[src/rtl/qsys_system_ain_pkg.sv]
// Shared definitions for the analog-input capture bank: register map,
// CTRL/STATUS bit positions and the address-width sanity check.
package qsys_system_ain_pkg;

   // Word offsets of the global registers
   localparam int REG_CTRL   = 0;
   localparam int REG_STATUS = 1;
   localparam int REG_THRESH = 2;
   localparam int REG_RSVD   = 3;

   // Per-channel register block: channel k starts at CH_BASE + CH_STRIDE*k
   localparam int CH_BASE   = 4;
   localparam int CH_STRIDE = 4;

   // Register within a channel block, selected by the two low address bits
   typedef enum logic [1:0] {
      CH_LIVE = 2'd0,
      CH_AVG  = 2'd1,
      CH_MIN  = 2'd2,
      CH_MAX  = 2'd3
   } ch_reg_e;

   // CTRL bit positions
   localparam int CTRL_EN_BIT     = 0;
   localparam int CTRL_IRQ_EN_BIT = 1;
   localparam int CTRL_MM_CLR_BIT = 2;

   // STATUS bit positions
   localparam int STATUS_AVG_DONE_BIT = 0;
   localparam int STATUS_OVR_LSB      = 8;

   // True when the word address space covers the global block plus every channel block
   function automatic bit addr_w_ok(input int addr_w, input int num_ch);
      return (64'd1 << addr_w) >= 64'(CH_BASE + CH_STRIDE * num_ch);
   endfunction

endpackage

[src/rtl/qsys_system_ain_chan.sv]
// One capture channel: live sample, block accumulator and average,
// running min/max, and the over-threshold compare for the current sample.
module qsys_system_ain_chan
   import qsys_system_ain_pkg::*;
#(
   parameter int DATA_W   = 12,
   parameter int AVG_LOG2 = 2
) (
   input  logic              clk,
   input  logic              reset_n,
   input  logic [DATA_W-1:0] sample_i,
   input  logic              take_i,     // sample accepted this cycle (strobe and enabled)
   input  logic              last_i,     // this sample closes the averaging block
   input  logic              clr_i,      // restart min/max tracking
   input  logic [DATA_W-1:0] thresh_i,
   output logic [DATA_W-1:0] live_o,
   output logic [DATA_W-1:0] avg_o,
   output logic [DATA_W-1:0] min_o,
   output logic [DATA_W-1:0] max_o,
   output logic              ovr_set_o
);

   // Wide enough to hold a full block of maximum-value samples
   localparam int ACC_W = DATA_W + AVG_LOG2;

   logic [DATA_W-1:0] live_q, live_d;
   logic [DATA_W-1:0] avg_q,  avg_d;
   logic [DATA_W-1:0] min_q,  min_d;
   logic [DATA_W-1:0] max_q,  max_d;
   logic [ACC_W-1:0]  acc_q,  acc_d;
   logic [ACC_W-1:0]  sum;

   assign sum       = acc_q + ACC_W'(sample_i);
   assign ovr_set_o = take_i && (sample_i > thresh_i);

   // Next-state for live value, block average and min/max tracking
   always_comb begin
      // NOTE: every variable gets a hold default first; an unassigned path would infer a latch.
      live_d = live_q;
      avg_d  = avg_q;
      acc_d  = acc_q;
      min_d  = min_q;
      max_d  = max_q;

      if (take_i) begin
         live_d = sample_i;
         if (last_i) begin
            avg_d = DATA_W'(sum >> AVG_LOG2);
            acc_d = '0;
         end else begin
            acc_d = sum;
         end
      end

      // A clear that coincides with a sample restarts tracking from that sample
      if (clr_i) begin
         min_d = take_i ? sample_i : '1;
         max_d = take_i ? sample_i : '0;
      end else if (take_i) begin
         if (sample_i < min_q) min_d = sample_i;
         if (sample_i > max_q) max_d = sample_i;
      end
   end

   // Channel state registers with synchronous reset
   always_ff @(posedge clk) begin
      // NOTE: non-blocking assignments so every flop sees pre-edge values regardless of statement order.
      if (!reset_n) begin
         // NOTE: these are discrete flops, not a RAM, so each gets an explicit reset; MIN starts all-ones so the first sample wins.
         live_q <= '0;
         avg_q  <= '0;
         acc_q  <= '0;
         min_q  <= '1;
         max_q  <= '0;
      end else begin
         live_q <= live_d;
         avg_q  <= avg_d;
         acc_q  <= acc_d;
         min_q  <= min_d;
         max_q  <= max_d;
      end
   end

   assign live_o = live_q;
   assign avg_o  = avg_q;
   assign min_o  = min_q;
   assign max_o  = max_q;

endmodule

[src/rtl/qsys_system_ain_bank.sv]
// Multi-channel analog-input capture slave: per-channel capture units,
// shared averaging counter, CTRL/STATUS/THRESH registers, registered
// Avalon-MM read path and a registered level interrupt.
module qsys_system_ain_bank
   import qsys_system_ain_pkg::*;
#(
   parameter int NUM_CH   = 4,
   parameter int DATA_W   = 12,
   parameter int AVG_LOG2 = 2,
   parameter int ADDR_W   = 6
) (
   input  logic                     clk,
   input  logic                     reset_n,
   input  logic [NUM_CH*DATA_W-1:0] in_port,
   input  logic                     in_valid,
   input  logic [ADDR_W-1:0]        address,
   input  logic                     write,
   input  logic [31:0]              writedata,
   output logic [31:0]              readdata,
   output logic                     irq
);

   // Counter spans one averaging block; a block of one sample still needs a 1-bit register
   localparam int              CNT_W    = (AVG_LOG2 > 0) ? AVG_LOG2 : 1;
   localparam logic [CNT_W-1:0] CNT_LAST = CNT_W'((1 << AVG_LOG2) - 1);

   if (!addr_w_ok(ADDR_W, NUM_CH)) begin : g_addr_w_bad
      $error("ADDR_W is too small to map all channels");
   end

   // Global register state
   logic              en_q,       en_d;
   logic              irq_en_q,   irq_en_d;
   logic              avg_done_q, avg_done_d;
   logic [NUM_CH-1:0] ovr_q,      ovr_d;
   logic [DATA_W-1:0] thresh_q,   thresh_d;
   logic [CNT_W-1:0]  cnt_q,      cnt_d;
   logic [31:0]       rd_q,       rd_d;
   logic              irq_q,      irq_d;

   // Decoded strobes
   logic              wr_ctrl, wr_status, wr_thresh;
   logic              mm_clr, take, cnt_last;
   logic              w1c_done;
   logic [NUM_CH-1:0] w1c_ovr;

   // Channel outputs
   logic [DATA_W-1:0] live_w [NUM_CH];
   logic [DATA_W-1:0] avg_w  [NUM_CH];
   logic [DATA_W-1:0] min_w  [NUM_CH];
   logic [DATA_W-1:0] max_w  [NUM_CH];
   logic [NUM_CH-1:0] ovr_set_w;

   // Read-mux helpers
   logic [ADDR_W-3:0] ch_idx;
   ch_reg_e           ch_reg;

   // Not every writedata bit maps to a register field
   logic unused_wdata;
   assign unused_wdata = ^writedata;

   assign wr_ctrl   = write && (address == ADDR_W'(REG_CTRL));
   assign wr_status = write && (address == ADDR_W'(REG_STATUS));
   assign wr_thresh = write && (address == ADDR_W'(REG_THRESH));
   assign mm_clr    = wr_ctrl && writedata[CTRL_MM_CLR_BIT];
   assign take      = in_valid && en_q;
   assign cnt_last  = (cnt_q == CNT_LAST);
   assign w1c_done  = wr_status && writedata[STATUS_AVG_DONE_BIT];
   assign w1c_ovr   = wr_status ? writedata[STATUS_OVR_LSB +: NUM_CH] : '0;

   for (genvar k = 0; k < NUM_CH; k++) begin : g_ch
      qsys_system_ain_chan #(
         .DATA_W   (DATA_W),
         .AVG_LOG2 (AVG_LOG2)
      ) u_chan (
         .clk       (clk),
         .reset_n   (reset_n),
         .sample_i  (in_port[k*DATA_W +: DATA_W]),
         .take_i    (take),
         .last_i    (cnt_last),
         .clr_i     (mm_clr),
         .thresh_i  (thresh_q),
         .live_o    (live_w[k]),
         .avg_o     (avg_w[k]),
         .min_o     (min_w[k]),
         .max_o     (max_w[k]),
         .ovr_set_o (ovr_set_w[k])
      );
   end

   // Next-state for control, sticky status, threshold, block counter and irq
   always_comb begin
      en_d     = en_q;
      irq_en_d = irq_en_q;
      if (wr_ctrl) begin
         en_d     = writedata[CTRL_EN_BIT];
         irq_en_d = writedata[CTRL_IRQ_EN_BIT];
      end

      thresh_d = wr_thresh ? writedata[DATA_W-1:0] : thresh_q;

      // Setting a status bit takes priority over clearing it in the same cycle
      avg_done_d = (avg_done_q && !w1c_done) || (take && cnt_last);
      ovr_d      = (ovr_q & ~w1c_ovr) | ovr_set_w;

      cnt_d = cnt_q;
      if (take) begin
         cnt_d = cnt_last ? '0 : cnt_q + CNT_W'(1);
      end

      // irq follows the post-edge register values, so it moves on the same edge as STATUS/CTRL
      irq_d = irq_en_d && (avg_done_d || (|ovr_d));
   end

   // Read data mux; reflects the register state of the addressed cycle
   always_comb begin
      rd_d   = '0;
      ch_idx = address[ADDR_W-1:2] - (ADDR_W-2)'(CH_BASE / CH_STRIDE);
      ch_reg = ch_reg_e'(address[1:0]);

      if (address < ADDR_W'(CH_BASE)) begin
         case (address[1:0])
            2'(REG_CTRL): begin
               rd_d[CTRL_EN_BIT]     = en_q;
               rd_d[CTRL_IRQ_EN_BIT] = irq_en_q;
            end
            2'(REG_STATUS): begin
               rd_d[STATUS_AVG_DONE_BIT]       = avg_done_q;
               rd_d[STATUS_OVR_LSB +: NUM_CH] = ovr_q;
            end
            2'(REG_THRESH): rd_d[DATA_W-1:0] = thresh_q;
            2'(REG_RSVD):   rd_d = '0;
            default:        rd_d = '0;
         endcase
      end else begin
         for (int k = 0; k < NUM_CH; k++) begin
            if (ch_idx == (ADDR_W-2)'(k)) begin
               case (ch_reg)
                  CH_LIVE: rd_d[DATA_W-1:0] = live_w[k];
                  CH_AVG:  rd_d[DATA_W-1:0] = avg_w[k];
                  CH_MIN:  rd_d[DATA_W-1:0] = min_w[k];
                  CH_MAX:  rd_d[DATA_W-1:0] = max_w[k];
                  default: rd_d = '0;
               endcase
            end
         end
      end
   end

   // Global registers, read data and interrupt with synchronous reset
   always_ff @(posedge clk) begin
      if (!reset_n) begin
         en_q       <= 1'b0;
         irq_en_q   <= 1'b0;
         avg_done_q <= 1'b0;
         ovr_q      <= '0;
         thresh_q   <= '1;
         cnt_q      <= '0;
         rd_q       <= '0;
         irq_q      <= 1'b0;
      end else begin
         en_q       <= en_d;
         irq_en_q   <= irq_en_d;
         avg_done_q <= avg_done_d;
         ovr_q      <= ovr_d;
         thresh_q   <= thresh_d;
         cnt_q      <= cnt_d;
         rd_q       <= rd_d;
         irq_q      <= irq_d;
      end
   end

   assign readdata = rd_q;
   assign irq      = irq_q;

endmodule

[config.mk]
export PLATFORM = sky130hd
export DESIGN_NAME = qsys_system_ain_bank
export DESIGN_NICKNAME = d
export VERILOG_FILES = /design/src/rtl/qsys_system_ain_pkg.sv /design/src/rtl/qsys_system_ain_chan.sv /design/src/rtl/qsys_system_ain_bank.sv
export SDC_FILE = /design/constraint.sdc
export NUM_CORES = 1
export LEC_CHECK = 0
export CELL_PAD_IN_SITES_DETAIL_PLACEMENT = 1
export CELL_PAD_IN_SITES_GLOBAL_PLACEMENT = 1
export CORE_MARGIN = 3
export CORE_UTILIZATION = 25
export DETAILED_ROUTE_END_ITERATION = 16
export PLACE_DENSITY = 0.55
export SLEW_MARGIN = 20
export SYNTH_ARGS = -nofsm -noshare
export SYNTH_HDL_FRONTEND = slang
export SYNTH_HIERARCHICAL = 1
export SYNTH_SLANG_ARGS = --single-unit
[constraint.sdc]
create_clock -name clk -period 6.5 [get_ports clk]
set_input_delay 0.65 -clock clk [delete_from_list [all_inputs] [get_ports clk]]
set_output_delay 0.65 -clock clk [all_outputs]
set_load 0.03 [all_outputs]
==> qor.csv <==
metric,value,unit
status,completed,
vias per cell,5.204,
num ports,123,
Seq cells post-synth,282,
DRC errors left,0,
VDD IR max,0.0001320,V
CTS Hold Buffers Added,0,
leakage power,8.732,nW
Post-synth top flop,dfxtp_1,
Port Buffers,82,
critical path arrival,3.87,ns
Yosys top cell area share,31.76,%
GPL Wtd Cong,0.8274,
met1 Use GR,24.01,%
Die X,272.6,um
Die Y,272.6,um
synth unique cells,92,
Ys Warns,6,
Core Rows,97,
Die Area,0.07433,mm^2
Fin. Hold Viols,0,
"EDFF count, synth",0,
Critical Path Source Type,input pin,
vias in the first global route,16835,
setup tns final,0,ns
Pre-antenna DRT Iters,6,
Min-Delay Path Class,in -> reg,
"top cells by area, synth","dfxtp_1 (32%), ha_1 (14%), inv_1 (3.8%)",
"area leader, netlist",dfxtp_1,
Mapped Area,0.01777,mm^2
most frequent cells in the layout,"dfxtp_1 (282), ha_1 (190), inv_1 (179)",
Layout area overhead,16.04,%
"most common cell after layout, fill and taps aside",dfxtp_1,
Slew @ Worst Pin,0.9461,ns
r2r startpoint,en_q,
sequential-to-total area share from yosys stat,31.76,%
initial DRC count,949,
WL final,64390,um
H-tree levels,2,
worst rel slew slack,36.34,%
post-route ant nets,0,
post-CTS setup buffers,0,
proportion of layout cells with a drive suffix above 1,6.578,%
Core Area,0.07027,mm^2
Hold Startpoint,reset_n,
"Avg Cell Area, Syn",8.640,um^2
Hold Slack,0.4571,ns
max incr delay on CP,0.77,ns
met3 usage,2.458,%
clock-pin slew on the worst setup and hold paths,0.06,ns
Clock Tree Buf Depth,3,
Period minus WS final,3.469,ns
clock sink count,282,
"FFs w/ async S/R, synth",0,%
CTS Root Cell,clkbuf_16,
met2 Use GR,27.52,%
Worst EP required,6.90,ns
antenna violations before repair,2,
count of max-cap constraint violations,0,
largest net degree at the start of global routing,52,
critical path peak fanout,34,
CP Cell Sequence,clkdlybuf4s50_1 > inv_1 > ha_2 > buf_4 > a222oi_1 > a211oi_1 > nor4_1 > o22ai_1,
Critical Setup Path Class,in -> reg,
vias,15899,
Fmax,288.3,MHz
wire length per cell,21.08,um
Num CTS Buffers,38,
Global Route Usage Sum,17.17,%
nets@finish,2374,
clk_lat worst skew,0.57,ns
gr busiest metal,met2,
final-report setup violation count,0,
Slew Limit Fails,0,
Initial Util,25.29,%
Critical-path top delay cell,nor4_1,
TritonCTS clock tree,yes,
post_cts resized,0,
Crit. End Element,register,
Post-DP HPWL,47670,um
RSZ-0062 raised after global routing,false,
post-route clock period utilization,53.36,%
clk_skew,0.03194,ns
Mapped Cells,2057,
first-pass GRT wire length,100300,um
Pwr Density,206.0,mW/mm^2
Critical Path Source,address[0],
"Remaining Overflow, GRT",0,
-- registers in the layout, indices dropped and copies added (netlist names) --
signal,cells
en_q,1
avg_done_q,1
cnt_q,2
g_ch.u_chan/max_o,48
irq_en_q,1
g_ch.u_chan/acc_q,56
irq,1
g_ch.u_chan/live_o,48
thresh_q,12
readdata,12
ovr_q,4
g_ch.u_chan/avg_o,48
g_ch.u_chan/min_o,48
-- cell families after synthesis --
| family | Yosys count | share of synthesized area, % |
|---|---|---|
| AO/OA/AOI/OAI | 627 | 26.46 |
| XOR/XNOR | 37 | 1.823 |
| adder cells (fa/ha/maj) | 197 | 14.04 |
| buffers and inverters | 315 | 7.490 |
| flip-flops | 282 | 31.76 |
| multiplexers | 51 | 2.872 |
| other | 1 | 0.02110 |
| AND/OR/NAND/NOR | 547 | 15.54 |
-- power by group --
part           switching (mW)  leakage, nW  internal (mW)
combinational           0.284         5.86          0.143
sequential            0.00361         2.27           1.73
clock                   0.843        0.598           1.24
total                    1.13         8.73           3.12
-- synth_stat cells (22+ instances only) --
library cell  instances
a211oi_1             57
a21o_1               55
a21oi_1             103
a222oi_1             40
a22o_1               51
a31oi_1              25
clkbuf_1             73
dfxtp_1             282
ha_1                193
inv_1               180
mux2i_1              51
nand2_1             110
nand2b_1             31
nand3_1              64
nand4_1              40
nor2_1              142
nor2b_1              45
nor3_1               33
o21ai_0              65
o21ai_1              32
o22a_1               24
xnor2_1              22
-- worst max-delay path, delay by kind of cell --
family	cells	cell delay, ns
compound gates	3	1.05
fa+ha+maj	1	0.38
buf+inv	3	1.02
simple gates	1	0.77
-- layer usage --
| metal | up-vias | part of all wire (%) |
|---|---|---|
| li1 | 7611 | - |
| met1 | 7943 | 49 |
| met2 | 269 | 45 |
| met3 | 76 | 4.2 |
| met4 | 0 | 2.4 |
| met5 | - | 0 |
-- metrics by stage --
step           util [%]  instances  total power, mW  instance area (um^2)  setup slack (ns)
2_1_floorplan         -       2076            2.009                 17840             3.430
3_3_place_gp      27.57       2987            2.188                 19370             2.439
3_5_place_dp      27.58       2987            2.201                 19380             2.389
4_1_cts           29.32       3053            4.322                 20600             2.948
5_1_grt           29.34       3053            4.428                 20620             2.957
6_report          29.35       3055            4.248                 20620             3.032
-- worst paths after layout --
check / endpoint / slack, ns / cells after the start
max reg2reg: g_ch[0].u_chan/avg_o[5] / 3.50 / 7
min reg2reg: g_ch[3].u_chan/avg_o[6] / 0.46 / 2
max: readdata[11] / 3.03 / 8
min: thresh_q[3] / 0.46 / 2
-- final cells by class --
cell class / count / area (um^2)
multi-input combinational: 1479 / 10910
clock inverter: 12 / 138.9
fill: 8165 / 49650
tap: 940 / 1176
timing repair buffer: 103 / 975.9
sequential: 282 / 5645
clock buffer: 54 / 1082
inverter: 183 / 689.4
antenna: 2 / 5.005
Note: power is estimated with default switching activity, not from simulation.
